[config.mk]
export PLATFORM = sky130hd
export DESIGN_NAME = pi_spi_master
export DESIGN_NICKNAME = d
export VERILOG_FILES = /design/src/rtl/pi_spi_master.sv
export SDC_FILE = /design/constraint.sdc
export NUM_CORES = 1
export LEC_CHECK = 0
export CAP_MARGIN = 10
export CORE_ASPECT_RATIO = 1.5
export CORE_UTILIZATION = 60
export CTS_CLUSTER_SIZE = 20
export DETAILED_ROUTE_END_ITERATION = 8
export HOLD_SLACK_MARGIN = 0.08
export PLACE_DENSITY = 0.84
export REMOVE_ABC_BUFFERS = 1
export SLEW_MARGIN = 20
export SYNTH_ARGS = -nofsm -noshare
export SYNTH_HDL_FRONTEND = slang
export SYNTH_SLANG_ARGS = --single-unit
[constraint.sdc]
create_clock -name clk -period 9.66 [get_ports clk]
set_input_delay 0.966 -clock clk [delete_from_list [all_inputs] [get_ports clk]]
set_output_delay 0.966 -clock clk [all_outputs]
set_load 0.01 [all_outputs]
[src/rtl/pi_spi_master.sv]
// SPI mode-0 master for the PI memory slave. A request (write or read of
// req_len payload bytes at req_addr) becomes one framed SPI transaction:
// PRE sync pulses, 5-byte header, payload, optional write pad byte, gap.
//
// Handshake: req_start is a one-cycle request strobe that is accepted only
// when busy=0 and done=0; req_wr/req_addr/req_len are captured with it.
// busy stays high until the transaction ends, and done then pulses for
// one cycle. tx_rd is a pop strobe on a first-word-fall-through source:
// tx_data must already be valid in the cycle tx_rd is high. rx_valid is a
// one-cycle strobe qualifying rx_data, with no back-pressure.
module pi_spi_master #(
  parameter int unsigned CLK_DIV    = 2,
  parameter logic [7:0]  CMD_MEM_WR = 8'hA0,
  parameter logic [7:0]  CMD_MEM_RD = 8'hA1
) (
  input  logic        clk,
  input  logic        rst,
  input  logic        req_start,
  input  logic        req_wr,
  input  logic [31:0] req_addr,
  input  logic [15:0] req_len,
  output logic        busy,
  output logic        done,
  output logic        tx_rd,
  input  logic [7:0]  tx_data,
  output logic [7:0]  rx_data,
  output logic        rx_valid,
  output logic        spi_clk,
  output logic        spi_ss,
  output logic        spi_mosi,
  input  logic        spi_miso
);

  typedef enum logic [2:0] {
    IDLE = 3'd0,
    PRE  = 3'd1,
    HDR  = 3'd2,
    DATA = 3'd3,
    TAIL = 3'd4,
    GAP  = 3'd5
  } state_t;

  localparam logic [7:0] DIV_LAST = 8'(CLK_DIV - 1);
  localparam logic [8:0] GAP_LAST = 9'(2 * CLK_DIV - 1);

  state_t state;
  state_t state_next;

  // captured request
  logic        wr_q;
  logic [31:0] addr_q;
  logic [15:0] len_q;

  // timing and shift datapath
  logic [7:0]  div_cnt;
  logic [8:0]  gap_cnt;
  logic [2:0]  bit_cnt;
  logic [16:0] byte_cnt;
  logic [7:0]  tx_sh;
  logic [6:0]  rx_sh;
  logic [7:0]  tx_hold;

  // decoded conditions
  logic        shifting;
  logic        tick;
  logic        rise_tick;
  logic        fall_tick;
  logic        pre_end;
  logic        byte_end;
  logic        data_last;
  logic        accept;
  logic [16:0] data_bytes;
  logic        next_is_payload;
  logic [7:0]  next_byte;

  // Shared decode: spi_clk edge ticks and byte boundaries.
  always_comb begin
    shifting   = (state == PRE) || (state == HDR) || (state == DATA) || (state == TAIL);
    tick       = shifting && (div_cnt == DIV_LAST);
    rise_tick  = tick && !spi_clk;
    fall_tick  = tick && spi_clk;
    pre_end    = fall_tick && (state == PRE) && (bit_cnt == 3'd1);
    byte_end   = fall_tick && (state != PRE) && (bit_cnt == 3'd7);
    // a read clocks one extra byte for the slave's prefetch
    data_bytes = wr_q ? {1'b0, len_q} : ({1'b0, len_q} + 17'd1);
    data_last  = (byte_cnt == (data_bytes - 17'd1));
    accept     = (state == IDLE) && req_start && !done;
  end

  // State register.
  always_ff @(posedge clk or posedge rst) begin
    if (rst) state <= IDLE;
    else     state <= state_next;
  end

  // Next-state logic: phase transitions happen on spi_clk falling ticks.
  always_comb begin
    state_next = state;
    unique case (state)
      IDLE: if (accept) state_next = PRE;
      PRE:  if (pre_end) state_next = HDR;
      HDR:  if (byte_end && (byte_cnt == 17'd4))
              state_next = (wr_q && (len_q == 16'd0)) ? TAIL : DATA;
      DATA: if (byte_end && data_last) state_next = wr_q ? TAIL : GAP;
      TAIL: if (byte_end) state_next = GAP;
      GAP:  if (gap_cnt == GAP_LAST) state_next = IDLE;
      default: state_next = IDLE;
    endcase
  end

  // Output decode: busy, payload prefetch strobe and the next byte to send.
  always_comb begin
    busy            = (state != IDLE);
    next_is_payload = wr_q && (((state == HDR) && (byte_cnt == 17'd4) && (len_q != 16'd0)) ||
                               ((state == DATA) && !data_last));
    // fetch on the low-phase tick before the last bit of the previous byte
    tx_rd           = rise_tick && (bit_cnt == 3'd7) && next_is_payload;
    next_byte       = 8'hFF;
    if (state == PRE) begin
      next_byte = wr_q ? CMD_MEM_WR : CMD_MEM_RD;
    end else if (state == HDR) begin
      unique case (byte_cnt[2:0])
        3'd0:    next_byte = addr_q[7:0];
        3'd1:    next_byte = addr_q[15:8];
        3'd2:    next_byte = addr_q[23:16];
        3'd3:    next_byte = addr_q[31:24];
        default: next_byte = next_is_payload ? tx_hold : 8'hFF;
      endcase
    end else if (next_is_payload) begin
      next_byte = tx_hold;
    end
  end

  // Datapath: clock divider, serial shifting, receive capture, done pulse.
  always_ff @(posedge clk or posedge rst) begin
    if (rst) begin
      wr_q     <= 1'b0;
      addr_q   <= '0;
      len_q    <= '0;
      div_cnt  <= '0;
      gap_cnt  <= '0;
      bit_cnt  <= '0;
      byte_cnt <= '0;
      tx_sh    <= 8'hFF;
      rx_sh    <= '0;
      tx_hold  <= '0;
      spi_clk  <= 1'b0;
      spi_ss   <= 1'b1;
      spi_mosi <= 1'b1;
      done     <= 1'b0;
      rx_valid <= 1'b0;
      rx_data  <= 8'h00;
    end else begin
      done     <= (state == GAP) && (state_next == IDLE);
      rx_valid <= 1'b0;
      spi_ss   <= !((state_next == HDR) || (state_next == DATA) || (state_next == TAIL));
      if (accept) begin
        wr_q   <= req_wr;
        addr_q <= req_addr;
        len_q  <= req_len;
      end
      if (state == GAP) gap_cnt <= gap_cnt + 9'd1;
      else              gap_cnt <= '0;

      if (!shifting) begin
        div_cnt  <= '0;
        spi_clk  <= 1'b0;
        bit_cnt  <= '0;
        byte_cnt <= '0;
        tx_sh    <= 8'hFF;
        spi_mosi <= 1'b1;
      end else if (!tick) begin
        div_cnt <= div_cnt + 8'd1;
      end else begin
        div_cnt <= '0;
        spi_clk <= !spi_clk;
        if (!spi_clk) begin
          // rising edge: sample miso
          rx_sh <= {rx_sh[5:0], spi_miso};
          if ((state == DATA) && !wr_q && (bit_cnt == 3'd7) && (byte_cnt != 17'd0)) begin
            rx_valid <= 1'b1;
            rx_data  <= {rx_sh, spi_miso};
          end
          if (tx_rd) tx_hold <= tx_data;
        end else if (pre_end || byte_end) begin
          // falling edge at a byte boundary: present MSB of the next byte
          bit_cnt  <= '0;
          byte_cnt <= (state_next != state) ? 17'd0 : (byte_cnt + 17'd1);
          tx_sh    <= {next_byte[6:0], 1'b1};
          spi_mosi <= next_byte[7];
        end else begin
          bit_cnt  <= bit_cnt + 3'd1;
          tx_sh    <= {tx_sh[6:0], 1'b1};
          spi_mosi <= tx_sh[7];
        end
      end
    end
  end

endmodule

======== Word-level counts from Yosys, hierarchy flattened ========
Index checks and enable logic that the tools add are counted.
word-level totals
  bits in registers ....................... 125
  output and inout port bits .............. 15
  input bits .............................. 61
operators by class
  bitwise logic cells ..................... 1
  reductions and logical operators ........ 46
  add/sub/neg operators ................... 6
  mux-type cells .......................... 41
  equal/unequal tests ..................... 22
operator list
  operator                                               number
  2-to-1 mux 17 bit                                      6
  2-to-1 mux 8 bit                                       9
  2-to-1 mux 3 bit                                       11
  one-hot mux 8 bit (4 select lines)                     1
  logical AND 1 bit                                      22
  equality test 3 x 2 -> 1 bit (second input constant)   6
  one-hot mux 3 bit (6 select lines)                     1
  adder 16 x 1 -> 17 bit (second input constant)         1
  adder 17 x 1 -> 17 bit (second input constant)         1
  equality test 17 bit                                   1
  equality test 17 x 3 -> 1 bit (second input constant)  1
  nonzero test 17 bit                                    1
  subtractor 17 x 1 -> 17 bit (second input constant)    1
  zero test 16 bit                                       1
  nonzero test 16 bit                                    1
  equality test 3 bit (second input constant)            4
  2-to-1 mux 1 bit                                       12
  adder 9 x 1 -> 9 bit (second input constant)           1
  equality test 3 x 1 -> 1 bit (second input constant)   3
  equality test 9 x 2 -> 1 bit (second input constant)   1
  zero test 3 bit                                        3
  2-to-1 mux 9 bit                                       1
  adder 8 x 1 -> 8 bit (second input constant)           1
  equality test 8 x 1 -> 1 bit (second input constant)   1
  12 further kinds                                       25

======== Logic depth before layout (Yosys ltp) ========
  depth after elaboration ................. 17
  gate-level depth with buffers ........... 16
  gate-level depth less buffers ........... 14

======== Worst setup path after synthesis ========
No wires, ideal clock.
  path kind ............................... reg-to-output
  start ................................... register len_q[0]
  end ..................................... output tx_rd
  arrival time ............................ 3,238 ps
  cell stages (with the launch flop) ...... 15
  slack ................................... 5,456 ps
  buffers on the path ..................... 1
  path through ............................ dfrtp_1 > buf_2 > inv_1 > ha_1 > mux2i_1 > ha_1 > nand2_1 > mux2_2 > a21oi_1 > nand4_1 > nor4_1 > o2111ai_2 > o311ai_4 > a21oi_1 > and3_1
on the way
  cells in the longest elaborated chain, start to end .. 9
ends and longest elaborated chain
  item                         line  RTL
  start: declaration           52    logic [15:0] len_q;
  start signal: assignment     160   len_q <= req_len;
  adder 16 x 1 -> 17 bit       85    data_bytes = wr_q ? {1'b0, len_q} : ({1'b0, len_q} + 17'd1);
  2-to-1 mux 17 bit            85
  subtractor 17 x 1 -> 17 bit  86    data_last = (byte_cnt == (data_bytes - 17'd1));
  equality test 17 bit         86
  zero test 1 bit              115   ((state == DATA) && !data_last));
  logical AND 1 bit            115
  logical OR 1 bit (*)         114   next_is_payload = wr_q && (((state == HDR) && (byte_cnt == 17'd4) && (len_q != 16'd0)) ||
  logical AND 1 bit (*)        114
  logical AND 1 bit (*)        117   tx_rd = rise_tick && (bit_cnt == 3'd7) && next_is_payload;
  end: declaration             24    output logic tx_rd,
Mark *: on every way between the ends. The rest lies on a longest branch, timed or not.

======== Final worst setup path ========
Ends and elaborated chain as after synthesis.

==> flow_metrics.env <==
export IMPL_netlist_instances=732
export IMPL_worstHoldPathCells=2
export IMPL_vdd_ir_drop_max_uv=109
export IMPL_worstPathArrival_ns=4.75
export IMPL_drv_slew=0
export IMPL_p_leak_nw=3.68
export IMPL_nFillCells=810
export IMPL_slew_headroom=0.260
export IMPL_die_y_um=137
export IMPL_portBuffers=75
export IMPL_routed_wl_met2_mm=9.43
export IMPL_final_antenna_net_count=0
export IMPL_max_freq_mhz=175
export IMPL_top_layer="met4"
export IMPL_switching_share=0.221
export IMPL_timing_rr_end="byte_cnt[0]$_DFFE_PP0P_"
export IMPL_hold_end="rx_data[1]$_DFFE_PP0P_"
export IMPL_start_kind="flop"
export IMPL_reg2reg_depth=10
export IMPL_wirelength_mm=17.7
export IMPL_rsz0062_at_grt="no"
export IMPL_ctsResizeCount=0
export IMPL_fin_crit_sh=0.592
export IMPL_seq_power_share=0.410
export IMPL_cp_slowest_stage_delay_ns=0.50
export IMPL_slowest_stage="dfrtp_1"
export IMPL_rows=48
export IMPL_antennaDiodeCount=0
export IMPL_core_um2=11700
export IMPL_power_switching_mw=0.297
export IMPL_wl_met1_mm=6.98
export IMPL_crit_fanout=9
export IMPL_crit_buf_inv=1
export IMPL_clock_path_buffers=2
export IMPL_cp_cell_sequence="ha_1, nand4b_4, or4_1, xor2_1, and3_4, nand4_1, nor4_1, o2111ai_2, o311ai_4, a21oi_1, and3_1, clkdlybuf4s50_1"
export IMPL_finalCriticalPeriod_ns=5.72
export IMPL_power_share_clock=0.519
export IMPL_fin_skew_ns=0.00848
export IMPL_worstHoldPathType="flop to flop"
export IMPL_drt_iter0_markers=332
export IMPL_viasPerCell=6.33
export IMPL_fin_nets=864
export IMPL_post_route_drc_count=0
export IMPL_clk_pin_slew_worst_paths_ns=0.06
export IMPL_initial_core_util=0.621
export IMPL_synth_area_um2=7240
export IMPL_synth_top_area_frac=0.398
export IMPL_die_w_um=91.7
export IMPL_status="finished clean"
export IMPL_hold_viol=0
export IMPL_reg2reg_from="div_cnt[4]$_DFF_PP0_"
export IMPL_boundaryPins=76
export IMPL_combPwrFrac=0.070
export IMPL_synth_seq_cells=124
export IMPL_met3_length_um=722
export IMPL_multi_input_comb_area_um2=3880
export IMPL_clkSinkCount=124
export IMPL_grt_ovfl_total=0
export IMPL_critPathRequiredTime_ns=8.69
export IMPL_antenna_found_initial=0
export IMPL_synthTopCellsByArea="dfrtp_1 40%, mux2_2 10%, xnor2_1 4.4%"
export IMPL_synth_seq_area_share=0.430
export IMPL_power_mw=1.34
export IMPL_grt_usage=0.304
export IMPL_avgSynthCellArea_um2=9.89
export IMPL_p_per_area_nw_per_um2=155
export IMPL_die_area_um2=12500
export IMPL_reg2reg_slack_ns=5.38
export IMPL_synth_distinct_cells=69
export IMPL_cts_buffers=17
export IMPL_endpoint_kind="primary output"
export IMPL_grt_pass1_wl_mm=29.7
export IMPL_route_detailed_wl_per_inst_um=18.6
export IMPL_drive_gt1_frac=0.166
export IMPL_ff_latch_area_um2=3110
export IMPL_async_flop_share=1.00
export IMPL_gp_congestion=0.918
export IMPL_clkLatencyLatePin_ns=0.41
export IMPL_cts_root_buf="clkbuf_16"
export IMPL_drv_cap=0
export IMPL_firstDrtPassIters=7
export IMPL_grt_max_degree=74
export IMPL_synth_area_leader_cell="dfrtp_1"
export IMPL_postCtsHoldBufs=0
export IMPL_setup_viol=0
export IMPL_worstSetupPathType="flop to primary output"
export IMPL_tns_ns=0
export IMPL_cts_setup_buffers=0
export IMPL_synth_edf_count=0
export IMPL_num_vias=6020
export IMPL_tightest_slew_ns=1.11
export IMPL_synthFlopType="dfrtp_1"
export IMPL_dpl_hpwl_mm=12.7
export IMPL_tritoncts="built"
export IMPL_hold_start="rx_data[1]$_DFFE_PP0P_"
export IMPL_htree_levels=4
export IMPL_synth_warnings=0
export IMPL_p_int_mw=1.04
export IMPL_syn_to_final_growth_pct=19.9
export IMPL_grt_pass1_vias=6257
export IMPL_cp_top_family="simple AND/OR/NAND/NOR gates"
==> layout by cell type (no fill, tap or decap), drive strengths merged, types with 9 or more instances in the layout <==
| cell type | count |
|---|---|
| a2111oi | 15 |
| a21o | 13 |
| a21oi | 17 |
| a22oi | 16 |
| a31oi | 12 |
| clkbuf | 18 |
| clkdlybuf4s50 | 75 |
| dfrtp | 115 |
| dfstp | 9 |
| ha | 14 |
| inv | 21 |
| mux2 | 66 |
| nand2 | 81 |
| nand3 | 26 |
| nand4 | 14 |
| nor2 | 50 |
| nor3 | 23 |
| nor4 | 21 |
| o21ai | 19 |
| or2 | 9 |
| xnor2 | 36 |
| xor2 | 21 |
==> stage by stage <==
step	hold slack, ns	setup WS [ns]	utilization	instances	area (um2)
after floorplan	0.442	5.34	-	691	7060
after global placement	0.457	4.55	0.689	920	8030
after global routing	0.496	3.66	0.745	951	8680
after detailed placement	0.459	4.42	0.689	920	8030
final	0.473	3.94	0.745	951	8680
after CTS	0.473	3.96	0.744	951	8670
==> worst min-delay path, delay by kind of cell, from the launching register on <==
| family | cells | cell delay [ns] |
|---|---|---|
| and+or+nand+nor | 2 | 0.10 |
| DFF | 1 | 0.34 |
==> metal layers <==
| metal | vias to the layer above | GRT usage |
|---|---|---|
| li1 | 2780 | - |
| met1 | 2982 | 0.347 |
| met2 | 206 | 0.550 |
| met3 | 52 | 0.0639 |
| met4 | 0 | 0.125 |
| met5 | - | 0 |
==> how the worst max path moves through the flow <==
stage	endpoint	depth (start not counted)	start	slack [ns]
2_1_floorplan	tx_rd	11	len_q[0]$_DFFE_PP0P_	5.34
3_3_place_gp	tx_rd	12	len_q[0]$_DFFE_PP0P_	4.55
3_5_place_dp	tx_rd	12	len_q[0]$_DFFE_PP0P_	4.42
4_1_cts	tx_rd	12	len_q[0]$_DFFE_PP0P_	3.96
5_1_grt	tx_rd	12	len_q[0]$_DFFE_PP0P_	3.66
6_report	tx_rd	12	len_q[0]$_DFFE_PP0P_	3.94
==> cells in the mapped netlist (3+ instances only) <==
library cell / instances
a22oi_1: 16
o31a_1: 5
xnor2_1: 36
dfstp_2: 9
nor4b_1: 3
a21oi_1: 16
o22ai_1: 6
and2_1: 4
o21ai_0: 19
nor2_1: 50
a21o_1: 13
ha_1: 14
or4_1: 3
a2111oi_0: 15
mux2i_1: 4
nand2b_1: 8
nand2_1: 81
buf_2: 7
nand4b_1: 4
nor3b_1: 3
and4_1: 3
or3_1: 7
dfrtp_1: 115
and3_1: 7
buf_1: 9
buf_4: 4
a31oi_1: 12
mux2_2: 65
nand4_1: 14
a22o_1: 4
nor3_1: 21
nand3_1: 26
inv_1: 18
nor4_1: 19
xor2_1: 21
nor2b_1: 4
or2_2: 8
clkbuf_1: 20
==> sequential cells by signal (all words and copies together) (netlist names) <==
register  flops
tx_hold       8
div_cnt       8
bit_cnt       3
rx_data       8
done          1
state         3
rx_sh         7
byte_cnt     17
wr_q          1
spi_mosi      1
gap_cnt       9
len_q        16
addr_q       32
spi_ss        1
rx_valid      1
tx_sh         7
spi_clk       1
==> area by class of cell <==
type | instances | area share
Timing Repair Buffer | 79 | 0.0900
Sequential cell | 124 | 0.359
Clock buffer | 18 | 0.0495
Tap cell | 150 | 0.0216
Multi-Input combinational cell | 549 | 0.448
Clock inverter | 13 | 0.0245
Inverter | 18 | 0.00807
==> power groups by stage <==
stage,clock (mW),sequential [mW],combinational [mW]
floorplan,0,0.554,0.0562
global placement,0,0.558,0.0911
detailed placement,0,0.559,0.0943
CTS,0.702,0.550,0.0951
global route,0.724,0.553,0.104
finish,0.696,0.551,0.0944
==> kinds of logic after synthesis <==
family / count (synthesis) / synth area share
mux: 70 / 0.108
flops: 124 / 0.430
compound gates: 130 / 0.135
xor+xnor: 57 / 0.0690
simple gates: 278 / 0.200
fa+ha+maj: 14 / 0.0242
buf+inv: 59 / 0.0340
No activity file was read; power rests on OpenSTA's default activity.
